<file path="src/rtl/leading_one_pipe.sv">
// leading_one_pipe: pipelined leading-one detector with valid/ready flow control.
// For each accepted word it reports the one-hot mask of the highest set bit,
// that bit's index, a zero flag and the word with the leading one cleared.
// Detection is combinational in front of stage 0; stages 1..STAGES-1 only
// delay the fields. The last stage drives the outputs directly.
//
// Optional build macro: LEADING_ONE_PIPE_NORM_EN
//   When defined, an extra output out_norm carries the word shifted left so
//   its leading one sits at bit WIDTH-1 (0 for a zero word). It travels with
//   the other fields through the pipe.

module leading_one_pipe #(
  parameter  int WIDTH  = 16,
  parameter  int STAGES = 2,
  localparam int POSW   = $clog2(WIDTH)
) (
  input  logic             clk,
  input  logic             rst,
  input  logic             in_valid,
  output logic             in_ready,
  input  logic [WIDTH-1:0] in_data,
  output logic             out_valid,
  input  logic             out_ready,
  output logic [WIDTH-1:0] out_onehot,
  output logic [POSW-1:0]  out_pos,
  output logic             out_zero,
`ifdef LEADING_ONE_PIPE_NORM_EN
  output logic [WIDTH-1:0] out_norm,
`endif
  output logic [WIDTH-1:0] out_rem
);

  // ---------------------------------------------------------------------------
  // Combinational detection on the incoming word
  // ---------------------------------------------------------------------------
  logic [WIDTH-1:0] det_onehot;
  logic [POSW-1:0]  det_pos;
  logic             det_zero;
  logic [WIDTH-1:0] det_rem;
`ifdef LEADING_ONE_PIPE_NORM_EN
  logic [WIDTH-1:0] det_norm;
`endif

  // Priority scan from the LSB upward: the last set bit seen is the highest,
  // so the final assignment wins and bit WIDTH-1 has top priority.
  always_comb begin
    det_pos  = '0;
    det_zero = 1'b1;
    for (int i = 0; i < WIDTH; i++) begin
      if (in_data[i]) begin
        det_pos  = POSW'(i);
        det_zero = 1'b0;
      end
    end
  end

  // Mask and residual follow from the index; a zero word yields an empty mask,
  // which also makes the residual zero because the word itself is zero.
  always_comb begin
    det_onehot = '0;
    if (!det_zero) begin
      det_onehot = WIDTH'(1) << det_pos;
    end
    det_rem = in_data ^ det_onehot;
  end

`ifdef LEADING_ONE_PIPE_NORM_EN
  // Normalise so the leading one lands on the MSB. WIDTH-1 always fits in
  // POSW bits, and a zero word shifts to zero regardless of the amount.
  always_comb begin
    det_norm = in_data << (POSW'(WIDTH - 1) - det_pos);
  end
`endif

  // ---------------------------------------------------------------------------
  // Stage valid bits and the combinational ready chain
  // ---------------------------------------------------------------------------
  // A stage may load when it is empty or when everything downstream of it
  // can move. Written in closed form (any empty stage at or after k, or the
  // sink ready) so en has no dependency on itself.
  logic [STAGES-1:0] v_vec;
  logic [STAGES-1:0] en;

  genvar gi;
  generate
    for (gi = 0; gi < STAGES; gi++) begin : g_stage
      logic             v_reg;
      logic [WIDTH-1:0] onehot_reg;
      logic [POSW-1:0]  pos_reg;
      logic             zero_reg;
      logic [WIDTH-1:0] rem_reg;
`ifdef LEADING_ONE_PIPE_NORM_EN
      logic [WIDTH-1:0] norm_reg;
`endif

      // Source of this stage: the detector for stage 0, the previous stage
      // otherwise.
      logic             v_in;
      logic [WIDTH-1:0] onehot_in;
      logic [POSW-1:0]  pos_in;
      logic             zero_in;
      logic [WIDTH-1:0] rem_in;
`ifdef LEADING_ONE_PIPE_NORM_EN
      logic [WIDTH-1:0] norm_in;
`endif

      if (gi == 0) begin : g_src
        assign v_in      = in_valid;
        assign onehot_in = det_onehot;
        assign pos_in    = det_pos;
        assign zero_in   = det_zero;
        assign rem_in    = det_rem;
`ifdef LEADING_ONE_PIPE_NORM_EN
        assign norm_in   = det_norm;
`endif
      end else begin : g_src
        assign v_in      = g_stage[gi-1].v_reg;
        assign onehot_in = g_stage[gi-1].onehot_reg;
        assign pos_in    = g_stage[gi-1].pos_reg;
        assign zero_in   = g_stage[gi-1].zero_reg;
        assign rem_in    = g_stage[gi-1].rem_reg;
`ifdef LEADING_ONE_PIPE_NORM_EN
        assign norm_in   = g_stage[gi-1].norm_reg;
`endif
      end

      assign v_vec[gi] = v_reg;
      assign en[gi]    = out_ready | ~(&v_vec[STAGES-1:gi]);

      // Stage register: valid follows the source whenever enabled; payload
      // only updates on a real word so idle cycles leave it untouched.
      always_ff @(posedge clk) begin
        if (rst) begin
          v_reg      <= 1'b0;
          onehot_reg <= '0;
          pos_reg    <= '0;
          zero_reg   <= 1'b0;
          rem_reg    <= '0;
`ifdef LEADING_ONE_PIPE_NORM_EN
          norm_reg   <= '0;
`endif
        end else if (en[gi]) begin
          v_reg <= v_in;
          if (v_in) begin
            onehot_reg <= onehot_in;
            pos_reg    <= pos_in;
            zero_reg   <= zero_in;
            rem_reg    <= rem_in;
`ifdef LEADING_ONE_PIPE_NORM_EN
            norm_reg   <= norm_in;
`endif
          end
        end
      end
    end
  endgenerate

  // ---------------------------------------------------------------------------
  // Ports
  // ---------------------------------------------------------------------------
  assign in_ready   = en[0];
  assign out_valid  = g_stage[STAGES-1].v_reg;
  assign out_onehot = g_stage[STAGES-1].onehot_reg;
  assign out_pos    = g_stage[STAGES-1].pos_reg;
  assign out_zero   = g_stage[STAGES-1].zero_reg;
  assign out_rem    = g_stage[STAGES-1].rem_reg;
`ifdef LEADING_ONE_PIPE_NORM_EN
  assign out_norm   = g_stage[STAGES-1].norm_reg;
`endif

endmodule

</file>
<file path="config.mk">
export PLATFORM = sky130hd
export DESIGN_NAME = leading_one_pipe
export DESIGN_NICKNAME = d
export VERILOG_FILES = /design/src/rtl/leading_one_pipe.sv
export SDC_FILE = /design/constraint.sdc
export NUM_CORES = 1
export LEC_CHECK = 0
export ABC_AREA = 1
export ABC_CLOCK_PERIOD_IN_PS = 1500
export BUFFER_PORTS_ARGS = -buffer_cell sky130_fd_sc_hd__buf_2
export CAP_MARGIN = 20
export CELL_PAD_IN_SITES_DETAIL_PLACEMENT = 1
export CELL_PAD_IN_SITES_GLOBAL_PLACEMENT = 2
export CORE_MARGIN = 2
export CORE_UTILIZATION = 25
export CTS_BUF_LIST = sky130_fd_sc_hd__clkbuf_4
export CTS_CLUSTER_SIZE = 16
export DETAILED_ROUTE_END_ITERATION = 16
export HOLD_SLACK_MARGIN = 0.12
export PLACE_DENSITY_LB_ADDON = 0.25
export SYNTH_ARGS = -nofsm -noshare
export SYNTH_HDL_FRONTEND = slang
export SYNTH_SLANG_ARGS = --single-unit
</file>
<file path="constraint.sdc">
create_clock -name clk -period 1.5 [get_ports clk]
set_input_delay 0.075 -clock clk [delete_from_list [all_inputs] [get_ports clk]]
set_output_delay 0.075 -clock clk [all_outputs]
set_load 0.1 [all_outputs]
</file>
# Word level (Yosys, flattened, before mapping)
# Index checks and enable logic that the tools add are counted.
# totals
register_bits	76
in_bits	20
wordCells	51
# classes
shifts	1
muxes	32
n_bitwise	5
n_reduce_logical	3
# op_table
cell	n
$mux W4	14
$mux W1	17
$mux W16	1
$shl A1 B4 Y16 const A	1
$xor A16 B16 Y16	1
$reduce_and A2 Y1	3
$not A1 Y1	2
$or A1 B1 Y1	2

# Longest topological paths before layout
# depth
word_depth	18
depth_mapped	19

# Worst setup path after synthesis
# OpenSTA, ideal clock, no wires.
# synth_path
kind	register to register
start	register g_stage[1].v_reg (netlist: out_valid)
end	register g_stage[0].rem_reg[11]
arrival_ps	1861
required_time_ps	1370
path_slack_ps	-491
stages_incl_launch_ff	8
n_path_buf	2
path_cell_list	dfxtp_1 nand2_1 nor2_1 nor2_1 buf_2 clkbuf_1 o21ai_0 a21oi_2
# synth_via
elab_chain_len	4
# synth_lines
item	line_no	source
start, declared	87	logic v_reg;
start signal, assigned	143	v_reg <= v_in;
$reduce_and A2 Y1	128	assign en[gi] = out_ready | ~(&v_vec[STAGES-1:gi]);
$not A1 Y1	128	
$or A1 B1 Y1	128	
$reduce_and A2 Y1 (no line)	--	
end signal, assigned	148	rem_reg <= rem_in;
end, declared	91	logic [WIDTH-1:0] rem_reg;
# No other way between the ends.
# A chain may end at the register's enable or synchronous reset.

# Final worst setup path
# layout_path
start	input in_data[15]
end	register g_stage[0].rem_reg[11]
# layout_via
elab_chain_len	4
word_cells_on_any_way	5
# layout_lines
item	line_no	source
start, declared	21	input logic [WIDTH-1:0] in_data,
$mux W4	50	if (in_data[i]) begin
$shl A1 B4 Y16	62	det_onehot = WIDTH'(1) << det_pos;
$mux W16 (*)	61	if (!det_zero) begin
$xor A16 B16 Y16 (*)	64	det_rem = in_data ^ det_onehot;
# Every way passes the cells marked *; elsewhere a longest branch is shown, timed or not.

==> impl_metrics.toml <==
[critical_path]
crit_type = "in -> reg"
arrival_ns = 1.81
crit_fanout = 8
slowest_stage = "dlygate4sd3_1"
start_kind = "input pin"
cp-end-kind = "flip-flop"
required_ns = 1.88
worst-path-buf-inv = 6
path_cells = "dlygate4sd3_1, buf_2, nor4_4, inv_2, nor2_4, buf_4, inv_2, buf_4, nand4_1, nand2_1, a21oi_2"
critPathMaxStageDelay_ns = 0.52
critPathTopFamily = "buffers and inverters"

[logic_synthesis]
avgSynthCellArea_um2 = 7.71
syn_nets = 411
synth_area_leaders = "dfxtp_1 (50%), o21ai_0 (12%), nor2_1 (9.2%), a21oi_1 (5.5%), nand2_1 (4.7%)"
synth_edf_count = 0
synth_area_mm2 = 0.00301
synthArstFlopShare_pct = 0
synth-main-ff-cell = "dfxtp_1"
yosysSeqAreaShare_pct = 50.5
synth.most_common_cell = "dfxtp_1"
synth_top_cells_by_count = "dfxtp_1 (76), nor2_1 (74), o21ai_0 (72)"
syn_inst = 391
synth.distinct_cells = 25
netlist.area_leader.share_pct = 50.5
yosys_warnings = 0
ys_seq_elements = 76
yosys.area.top_type = "dfxtp_1"

[clocking]
tritoncts = "done"
clkTransAtPathRegs_ns = 0.13
htree_levels = 3
cts.path.max_buffers = 2
cts_buffers = 9
clk_latency_ns = 0.43
cts.sinks = 76
cts_root_buffer = "clkbuf_4"

[sta]
worstMarginPinSlew_ns = 0.492
fin_skew_ns = 0.00999
max_freq_ghz = 0.696
final-max-slew-violation-count = 0
setup_violations = 0
min_period_over_period_pct = 95.8
slew_headroom_pct = 67.4
hold_violations = 0
fin_setup_tns_ns = 0
setup_slack_ns = 0.0636
period_needed_ns = 1.44

[grt]
antenna_found_initial = 0
grt_overflow = 0
grt_pass1_wl_um = 14700
grt_usage_pct = 14.7
grt_max_degree = 41
grt_pass1_vias = 2929

[cells_and_area]
n_fill_cell = 1489
syn_to_final_growth_pct = 34.7
nNetsFinal = 504
drive_gt1_share_pct = 28.4
antennaDiodeCount = 0
utilization_pct = 34.1

[power_and_ir_drop]
p_total_mw = 4.75
p_leak_nw = 1.82
powerDensity_mw_per_mm2 = 1170
ir_drop_uv = 386

[place]
io_buffers = 58
gp_congestion = 0.786
post-dp-hpwl_um = 6290
dp_slack_ns = -0.167

[floorplan]
die_y_um = 114
initial_core_util_pct = 25.3
core_mm2 = 0.0119
ios = 59
die_w_um = 114
num_rows = 40
dieArea_mm2 = 0.0130

[route]
vias = 2884
drcViolationCount = 0
wl_um = 8860
wire_per_inst_um = 13.9
ant_nets = 0
viasPerCell = 4.53
drtIter0Drc = 64
firstDrtPassIters = 4

[hold_path]
hp-class = "in -> reg"

[job]
maxCapViolCount = 0

[outcome]
status = "finished, final reports clean"
[layout by cell type, fill, tap and decap left out, drive strengths merged]
cell / instances
buf: 84
nor2: 77
dfxtp: 76
o21ai: 72
nand2: 43
a21oi: 42
inv: 37
dlygate4sd3: 20
clkbuf: 9
nand4: 9
o21bai: 4
clkinv: 4
nand3: 4
nor4: 3
clkinvlp: 2
bufinv: 2
o211ai: 1
[worst register-to-register path, stage by stage, from the launching register on]
cell     delay, ns
dfxtp_4       0.37
nand2_2       0.10
nor2_4        0.06
nor2_4        0.17
buf_12        0.20
o21ai_0       0.12
a21oi_1       0.16
[worst paths after layout]
check,start,to,slack (ns),cells past startpoint
hold reg to reg,g_stage[0].rem_reg[15],g_stage[0].rem_reg[15],0.46,2
setup / recovery,in_data[15],g_stage[0].rem_reg[11],0.06,11
setup reg to reg,out_valid,g_stage[0].onehot_reg[8],0.25,6
hold / removal,in_data[6],g_stage[0].zero_reg,0.17,6
[cells by family after synthesis]
kind of cell	share of synthesized area, %
compound gates	21.5
buf+inv	7.51
flops	50.5
simple gates	20.5
[stage by stage]
step           hold slack [ns]  cells  area (um2)
6_report                 0.174    636        4060
5_1_grt                  0.159    636        4060
4_1_cts                  0.177    635        4010
3_5_place_dp             0.368    599        3640
3_3_place_gp             0.364    599        3640
2_1_floorplan            0.216    391        3020
[layout make-up]
| class | instances | area [um2] | share of cell area, % |
|---|---|---|---|
| flip-flops and latches | 76 | 1530 | 37.6 |
| multi-input cells | 255 | 1310 | 32.3 |
| repair buffers | 104 | 733 | 18.1 |
| well taps | 147 | 184 | 4.53 |
| inverters | 38 | 149 | 3.67 |
| clock inverters | 7 | 91.3 | 2.25 |
| clock buffers | 9 | 67.6 | 1.66 |
[routing by layer]
layer,wire length (um),share of wire [%],vias to the layer above,GRT usage (%)
met5,0,0,-,0
met4,124,1.4,0,5.20
met3,341,3.8,8,3.72
met2,4210,47,48,24.6
met1,4190,47,1366,18.4
li1,-,-,1462,-
[report_power, final]
group	total [mW]	switching [mW]	internal, mW
sequential	2.21	0.0588	2.15
combinational	1.10	0.840	0.260
clock	1.44	0.775	0.670
total	4.75	1.67	3.08
[what timing repair did]
action | CTS | global route
pin swaps | 0 | 2
endpoints found under the hold margin | 23 | 0
resized for setup | 2 | 11
hold buffers | 20 | 0
endpoints found under the setup margin | 1 | 32
buffers inserted | 0 | 1
No activity file was read; power rests on OpenSTA's default activity.
